==> src/rtl/serial_pkg.sv <==
// Shared definitions for the serial scratch-memory loader and result writer.
// Holds the memory geometry, the writer state encoding and the byte-address helper.
package serial_pkg;

    localparam int MEM_ADDR_W = 6;
    localparam int DATA_W     = 8;
    localparam int PSUM_W     = 16;

    typedef enum logic [1:0] {
        IDLE  = 2'd0,
        WR_LO = 2'd1,
        WR_HI = 2'd2,
        DONE  = 2'd3
    } wr_state_t;

    // base + 2*idx + hi, modulo 256; the caller truncates to the memory width.
    function automatic logic [7:0] result_byte_addr(input logic [7:0] base,
                                                    input logic [5:0] idx,
                                                    input logic       hi);
        return base + {1'b0, idx, hi};
    endfunction

endpackage

==> src/rtl/serial_result_fifo.sv <==
// Small synchronous FIFO buffering 16-bit partial sums ahead of the writer.
// Depth is a power of two; pointers wrap naturally and count disambiguates full/empty.
module serial_result_fifo
    import serial_pkg::*;
#(
    parameter int DEPTH = 2,
    localparam int PW = (DEPTH > 1) ? $clog2(DEPTH) : 1,
    localparam int CW = $clog2(DEPTH) + 1
) (
    input  logic              clk,
    input  logic              rst,
    input  logic              push,
    input  logic              pop,
    input  logic [PSUM_W-1:0] din,
    output logic [PSUM_W-1:0] head,
    output logic              full,
    output logic              empty,
    output logic [CW-1:0]     count
);

    logic [PSUM_W-1:0] mem [DEPTH];
    logic [PW-1:0]     wr_ptr;
    logic [PW-1:0]     rd_ptr;
    logic              do_push;
    logic              do_pop;

    assign full    = (count == CW'(DEPTH));
    assign empty   = (count == '0);
    assign do_push = push && !full;
    assign do_pop  = pop && !empty;
    assign head    = mem[rd_ptr];

    always_ff @(posedge clk) begin
        if (do_push) begin
            mem[wr_ptr] <= din;
        end
    end

    always_ff @(posedge clk or posedge rst) begin
        if (rst) begin
            wr_ptr <= '0;
            rd_ptr <= '0;
            count  <= '0;
        end else begin
            if (do_push) begin
                wr_ptr <= wr_ptr + PW'(1);
            end
            if (do_pop) begin
                rd_ptr <= rd_ptr + PW'(1);
            end
            // A simultaneous push and pop leaves the occupancy unchanged.
            case ({do_push, do_pop})
                2'b10:   count <= count + CW'(1);
                2'b01:   count <= count - CW'(1);
                default: count <= count;
            endcase
        end
    end

endmodule

==> src/rtl/serial_result_writer.sv <==
// Buffers PE partial sums and writes each as two bytes (low, high) into scratch memory.
// Write strobes are decoded from registered state/idx/FIFO head; addr and d hold between writes.
module serial_result_writer
    import serial_pkg::*;
#(
    parameter int NUM_RESULTS = 4,
    parameter int FIFO_DEPTH  = 2
) (
    input  logic                  clk,
    input  logic                  rst,
    input  logic                  en,
    input  logic [7:0]            result_baseaddr,
    input  logic                  psum_valid,
    input  logic [PSUM_W-1:0]     psum,
    output logic                  psum_ready,
    output logic [MEM_ADDR_W-1:0] addr,
    output logic [DATA_W-1:0]     d,
    output logic                  we,
    output logic                  is_done_o,
    output logic                  overflow_o
);

    localparam int CW = $clog2(FIFO_DEPTH) + 1;
    localparam logic [5:0] LAST_IDX = 6'(NUM_RESULTS - 1);

    wr_state_t             state;
    logic [5:0]            idx;
    logic [MEM_ADDR_W-1:0] addr_hold;
    logic [DATA_W-1:0]     d_hold;
    logic [PSUM_W-1:0]     head;
    logic                  full;
    logic                  empty;
    logic [CW-1:0]         count;
    logic                  push;
    logic                  pop;
    logic                  more_after_pop;
    logic [7:0]            lo_addr;
    logic [7:0]            hi_addr;

    assign psum_ready     = !full;
    assign push           = psum_valid && !full;
    assign pop            = (state == WR_HI);
    assign more_after_pop = (count > CW'(1)) || push;
    assign lo_addr        = result_byte_addr(result_baseaddr, idx, 1'b0);
    assign hi_addr        = result_byte_addr(result_baseaddr, idx, 1'b1);
    assign is_done_o      = (state == DONE);

    serial_result_fifo #(.DEPTH(FIFO_DEPTH)) u_fifo (
        .clk   (clk),
        .rst   (rst),
        .push  (push),
        .pop   (pop),
        .din   (psum),
        .head  (head),
        .full  (full),
        .empty (empty),
        .count (count)
    );

    always_comb begin
        we   = 1'b0;
        addr = addr_hold;
        d    = d_hold;
        case (state)
            WR_LO: begin
                we   = 1'b1;
                addr = lo_addr[MEM_ADDR_W-1:0];
                d    = head[7:0];
            end
            WR_HI: begin
                we   = 1'b1;
                addr = hi_addr[MEM_ADDR_W-1:0];
                d    = head[15:8];
            end
            default: ;
        endcase
    end

    always_ff @(posedge clk or posedge rst) begin
        if (rst) begin
            overflow_o <= 1'b0;
        end else if (psum_valid && !psum_ready) begin
            overflow_o <= 1'b1;
        end
    end

    always_ff @(posedge clk or posedge rst) begin
        if (rst) begin
            state     <= IDLE;
            idx       <= '0;
            addr_hold <= '0;
            d_hold    <= '0;
        end else begin
            addr_hold <= addr;
            d_hold    <= d;
            case (state)
                IDLE: begin
                    if (en && !empty) begin
                        state <= WR_LO;
                    end
                end
                // The high byte always follows, so a result is never left half-written by en.
                WR_LO: state <= WR_HI;
                WR_HI: begin
                    idx <= idx + 6'd1;
                    if (idx == LAST_IDX) begin
                        state <= DONE;
                    end else if (en && more_after_pop) begin
                        state <= WR_LO;
                    end else begin
                        state <= IDLE;
                    end
                end
                DONE: begin
                    if (!en) begin
                        state <= IDLE;
                        idx   <= '0;
                    end
                end
                default: state <= IDLE;
            endcase
        end
    end

endmodule

==> config.mk <==
export PLATFORM = sky130hd
export DESIGN_NAME = serial_result_writer
export DESIGN_NICKNAME = d
export VERILOG_FILES = /design/src/rtl/serial_pkg.sv /design/src/rtl/serial_result_fifo.sv /design/src/rtl/serial_result_writer.sv
export SDC_FILE = /design/constraint.sdc
export NUM_CORES = 1
export LEC_CHECK = 0
export CORE_ASPECT_RATIO = 1.4
export CORE_UTILIZATION = 50
export DETAILED_ROUTE_END_ITERATION = 12
export GPL_TIMING_DRIVEN = 0
export HOLD_SLACK_MARGIN = 0.02
export PLACE_DENSITY = 0.75
export SLEW_MARGIN = 20
export SYNTH_ARGS = -nofsm -noshare
export SYNTH_HDL_FRONTEND = slang
export SYNTH_SLANG_ARGS = --single-unit
==> constraint.sdc <==
create_clock -name clk -period 2.88 [get_ports clk]
set_input_delay 0.576 -clock clk [delete_from_list [all_inputs] [get_ports clk]]
set_output_delay 0.576 -clock clk [all_outputs]
set_load 0.005 [all_outputs]
# Word-level counts from Yosys, hierarchy flattened
# Memory sizes are Yosys's and may differ from the RTL's.
# Index checks and enable logic that the tools add are counted.
# Widths: inputs -> output; s select.
[word_totals]
inputBits = 28
out_inout_bits = 18
elab_cells = 55
register_bits = 27
mem_bits_rw = 32
n_memories = 1
[op_classes]
eq_ne = 9
n_mux = 13
add_sub_neg = 7
magnitude_cmp = 1
reduce_logical = 16
[memory_table]
columns = ["memory", "words", "word_bits", "read_ports", "rd_ports_with_merged_regs", "write_ports", "line_no", "rtl"]
rows = [
  ["u_fifo.mem", 2, 16, 1, 0, 1, "serial_result_fifo.sv:21", "logic [PSUM_W-1:0] mem [DEPTH];"],
]
[op_table]
columns = ["op", "n"]
rows = [
  ["$pmux 6 s2", 2],
  ["$pmux 8 s2", 1],
  ["$add 6x6->6", 2],
  ["$eq 2x2->1 const B", 4],
  ["$pmux 2 s4", 1],
  ["$add 6x1->6 const B", 1],
  ["$eq 6x2->1 const B", 1],
  ["$logic_and 1x1->1", 6],
  ["$mux 2", 3],
  ["$mux 6", 1],
  ["$eq 2x1->1 const B", 2],
  ["$logic_not 2->1", 2],
  ["$mux 1", 4],
  ["$ne 2x2->1 const B", 2],
  ["$pmux 2 s2", 1],
  ["$reduce_and 2->1", 2],
  ["$reduce_bool 2->1", 2],
  ["$add 1x1->1 const B", 2],
  ["$add 2x1->2 const B", 1],
  ["$gt 2x1->1 const B", 1],
  ["$logic_not 1->1", 2],
  ["$reduce_or 2->1", 1],
  ["$sub 2x1->2 const B", 1],
  ["$logic_or 1x1->1", 1],
]

# Longest topological paths before layout
[logic_depth]
word_depth = 8
depth_mapped = 6
mapped_depth_nobuf = 6

# Hierarchy
# Synthesis repeated with hierarchy kept, for this count alone.
[unflattened]
hier_cells = 219
hier_area_um2 = 2815.2
[modules_own_cells]
columns = ["mod", "area_each_um2", "instances", "cells_each", "seq_area_each_um2"]
rows = [
  ["serial_result_writer", 1408.9, 1, 150, 575.6],
  ["serial_result_fifo", 1406.3, 1, 69, 1061.0],
]

# Least setup slack after synthesis
# No wires, ideal clock.
[synth_path]
path_kind = "input-to-output"
from = "input port result_baseaddr[1]"
to = "output port addr[5]"
stages = 6
n_path_buf = 0
arrival_ns = 1.852
slack_ns = 0.452
required_time_ns = 2.304
cell_sequence = "ha_1 > fa_1 > a21o_1 > a21oi_1 > o21ai_0 > o211ai_1"
[synth_via]
elab_chain_cells = 2
word_cells_on_any_way = 3
classes_between = "2 x add/sub; 1 x mux"
[synth_rtl]
columns = ["item", "line_no", "rtl"]
rows = [
  ["start, declared", "serial_result_writer.sv:12", "input logic [7:0] result_baseaddr,"],
  ["$add 6x6->6", "serial_pkg.sv:20", "return base + {1'b0, idx, hi};"],
  ["$pmux 6 s2 (*)", "serial_result_writer.sv:64", "case (state)"],
  ["end, declared", "serial_result_writer.sv:16", "output logic [MEM_ADDR_W-1:0] addr,"],
]
# Mark *: on every way between the ends. The rest lies on a longest branch, timed or not.

# Worst setup path in the final report
[layout_path]
from = "input port result_baseaddr[3]"
to = "output port addr[5]"
# The elaborated chain is that of the path after synthesis.

==> flow_summary_export.csv <==
group,metric,value,unit
sta,rsz0062_at_grt,"true",
final_layout,drive_gt1_share,25.5,%
clock_network,numCtsBuffers,9,
pwr,comb_power_share,52.4,%
routing,wl_met2,3120,µm
pwr,power.total,0.00442,W
sta,period_share,99.6,%
place,dp_hpwl,3770,µm
hold_path,hold_path_class,"reg -> reg",
place,port_buffers,43,
setup_path,cp-start-kind,"primary input",
floorplan,core,5490,µm²
yosys,synth_cell_types,44,
sta,slew_viol_final,0,
yosys,ys_top_cells_by_count,"edfxtp_1, dfrtp_1, a21oi_1, nor2_1, ha_1",
pwr,cellInternalPower,0.00286,W
pwr,p_per_area,1190,nW/µm²
final_layout,nets,325,
floorplan,rows,32,
routing,vias_per_cell,5.56,
sta,skew,0.00547,ns
sta,finalSetupViolCount,0,
clock_network,tritoncts,"done",
floorplan,die-area,5990,µm²
sta,tightest_slew,0.853,ns
yosys,async_flop_share,45.8,%
yosys,ys_top_cells_by_area,"edfxtp_1, dfrtp_1, ha_1",
yosys,avgSynthCellArea,12.8,µm²
final_layout,diodes,0,
outcome,status,"complete, no violations",
setup_path,regToRegSetupSlack,0.88,ns
pwr,ir_drop,0.661,mV
setup_path,critical_path_buf_inv_count,2,
hold_path,worstHoldEndpoint,"overflow_o",
yosys,synth_area_leader_cell,"edfxtp_1",
setup_path,cp.arrival,2.29,ns
final_layout,final-seq-area,1640,µm²
global_routing,overflow,0,
setup_path,cp_data_required_time,2.30,ns
routing,routed.top_layer,"met4",
pwr,p_switching,0.00156,W
routing,routedWlPerCell,16.1,µm
routing,drt_wl_total,5720,µm
yosys,synth_top_area_share,33.8,%
yosys,synthFlopType,"edfxtp_1",
floorplan,die_w,65.7,µm
sta,hold_violations,0,
yosys,netlist_area,2840,µm²
setup_path,r2r_start,"idx[0]",
sta,slew_headroom,43.1,%
setup_path,critPathTopFamily,"compound AO/OA/AOI/OAI gates",
routing,detail_route.iter0.violations,115,
setup_path,end_kind,"output pin",
yosys,synth-edff-count,32,
yosys,yosysMostFrequentCell,"edfxtp_1",
setup_path,r2r_end,"addr_hold[5]",
setup_path,critical_path.cell_chain,"clkdlybuf4s50_1 > ha_1 > a21o_1 > a21oi_2 > o32a_1 > o211ai_1 > buf_2",
setup_path,rr_worst_depth,7,
run,cap_viol_max_count,0,
setup_path,cp_slowest_cell,"clkdlybuf4s50_1",
routing,wl_met1,2240,µm
global_routing,grt_usage,21.3,%
sta,max_freq,0.349,GHz
hold_path,whs_path_depth,1,
hold_path,hold_start,"overflow_o",
clock_network,clock-root-buffer,"clkbuf_8",
floorplan,pin_count,46,
setup_path,crit_fanout,7,
floorplan,initial_core_util,51.8,%
yosys,syn_inst,221,
yosys,synth-seq-area-share,57.6,%
routing,wl_met3,218,µm
pwr,p_seq_share,29.6,%
floorplan,die_h,91.2,µm
global_routing,grt_pass1_vias,2021,
pwr,clkPwrFrac,18.0,%
global_routing,antenna_found_initial,0,
routing,drc_errors,0,
routing,drt-pass1-iter-count,4,
final_layout,multiInputGateArea,1200,µm²
setup_path,critical_path_class,"in -> out",
place,gp_congestion,0.780,
clock_network,clock_sinks,59,
yosys,synth_fp_nets,265,
final_layout,fill_cells,428,
clock_network,htreeDepth,3,
routing,drtAntennaViolNets,0,
clock_network,cts.path.max_buffers,2,
final_layout,fin_util,68.0,%
yosys,synth_warnings,0,
pwr,switching_share,35.2,%
sta,min_period,2.87,ns
clock_network,cts.reportedPaths.clkPinSlew,0.06,ns
routing,vias,1968,
final_layout,syn_to_final_growth,31.3,%
setup_path,slowest_delay,0.41,ns
pwr,p_leak,1.51,nW
global_routing,grt_max_degree,28,
yosys,ys_seq_elements,59,
global_routing,grt_pass1_wl,9320,µm
clock_network,clk_latency,0.33,ns
## state kept, by name, summed over array words and instances, names as in the netlist
name	cells
u_fifo.mem	32
d_hold	8
addr_hold	6
idx	6
state	2
u_fifo.count	2
overflow_o	1
u_fifo.rd_ptr	1
u_fifo.wr_ptr	1
## worst max-delay path by stage
| stage | startpoint | depth (start not counted) | end | slack (ns) |
|---|---|---|---|---|
| after floorplan | result_baseaddr[1] | 6 | addr[5] | 0.45 |
| after global placement | result_baseaddr[1] | 8 | addr[5] | -0.65 |
| after detailed placement | result_baseaddr[1] | 8 | addr[5] | -0.68 |
| after CTS | result_baseaddr[1] | 8 | addr[5] | -0.08 |
| after global routing | idx[0] | 7 | addr[5] | -0.04 |
| final | result_baseaddr[3] | 7 | addr[5] | 0.01 |
## layout by cell type, fill, tap and decap left out, drive strengths merged, types with 3 or more instances in the layout
cell	netlist	final
dlymetal6s2s	0	3
nand3	6	6
ha	14	14
a31oi	3	3
a22oi	9	9
mux2i	3	3
clkinv	0	3
clkdlybuf4s50	0	33
dfrtp	27	27
buf	8	16
mux2	16	16
o21ai	6	6
dlygate4sd2	0	5
xnor2	5	5
nand2b	6	6
a21o	3	3
nor2	17	17
nor2b	3	3
inv	12	12
clkbuf	1	11
nand2	8	8
xor2	3	3
a21oi	19	19
edfxtp	32	32
## through the flow
stage	area (µm²)	setup slack (ns)	hold slack (ns)	cells	TNS [ns]
2_1_floorplan	2840	0.452	0.451	221	0
3_3_place_gp	3350	-0.649	0.442	332	-1.85
3_5_place_dp	3360	-0.682	0.447	332	-1.98
4_1_cts	3650	-0.0838	0.462	351	-0.0838
5_1_grt	3730	-0.0403	0.485	354	-0.0403
6_report	3730	0.0116	0.458	354	0
## power groups by stage
stage / registers [W] / clock network (W) / logic [W]
2_1_floorplan: 0.00129 / 0 / 0.00124
3_3_place_gp: 0.00132 / 0 / 0.00206
3_5_place_dp: 0.00133 / 0 / 0.00209
4_1_cts: 0.00131 / 0.000808 / 0.00224
5_1_grt: 0.00134 / 0.000843 / 0.00252
6_report: 0.00131 / 0.000796 / 0.00232
## final cells by class
cell class	count	area share [%]
repair buffers	49	12.5
flip-flops and latches	59	43.9
inverters	12	1.21
clock buffers	10	3.42
clock inverters	6	2.15
plain buffers	9	2.28
multi-input cells	141	32.2
well taps	68	2.28
## logic make-up (layout without fill, tap and decap cells)
group / after synthesis / after routing / synth area share [%]
AO/OA/AOI/OAI: 53 / 53 / 12.7
XOR/XNOR: 8 / 8 / 2.47
adder cells (fa/ha/maj): 16 / 16 / 7.58
buffers and inverters: 21 / 86 / 3.97
flip-flops: 59 / 59 / 57.6
multiplexers: 19 / 19 / 7.93
AND/OR/NAND/NOR: 45 / 45 / 7.71
## what timing repair did
| action | 4_1_cts | 5_1_grt |
|---|---|---|
| gates resized for setup | 33 | 13 |
| pin swaps | 7 | 4 |
| setup buffers | 3 | 3 |
| hold buffers | 0 | 0 |
| setup endpoints to repair | 14 | 11 |
## routing by layer
metal	up-vias	track usage (%)
met2	66	36.0
met4	0	11.6
met3	15	6.16
li1	929	-
met5	-	0
met1	958	23.3
Note: power is estimated with default switching activity, not from simulation.
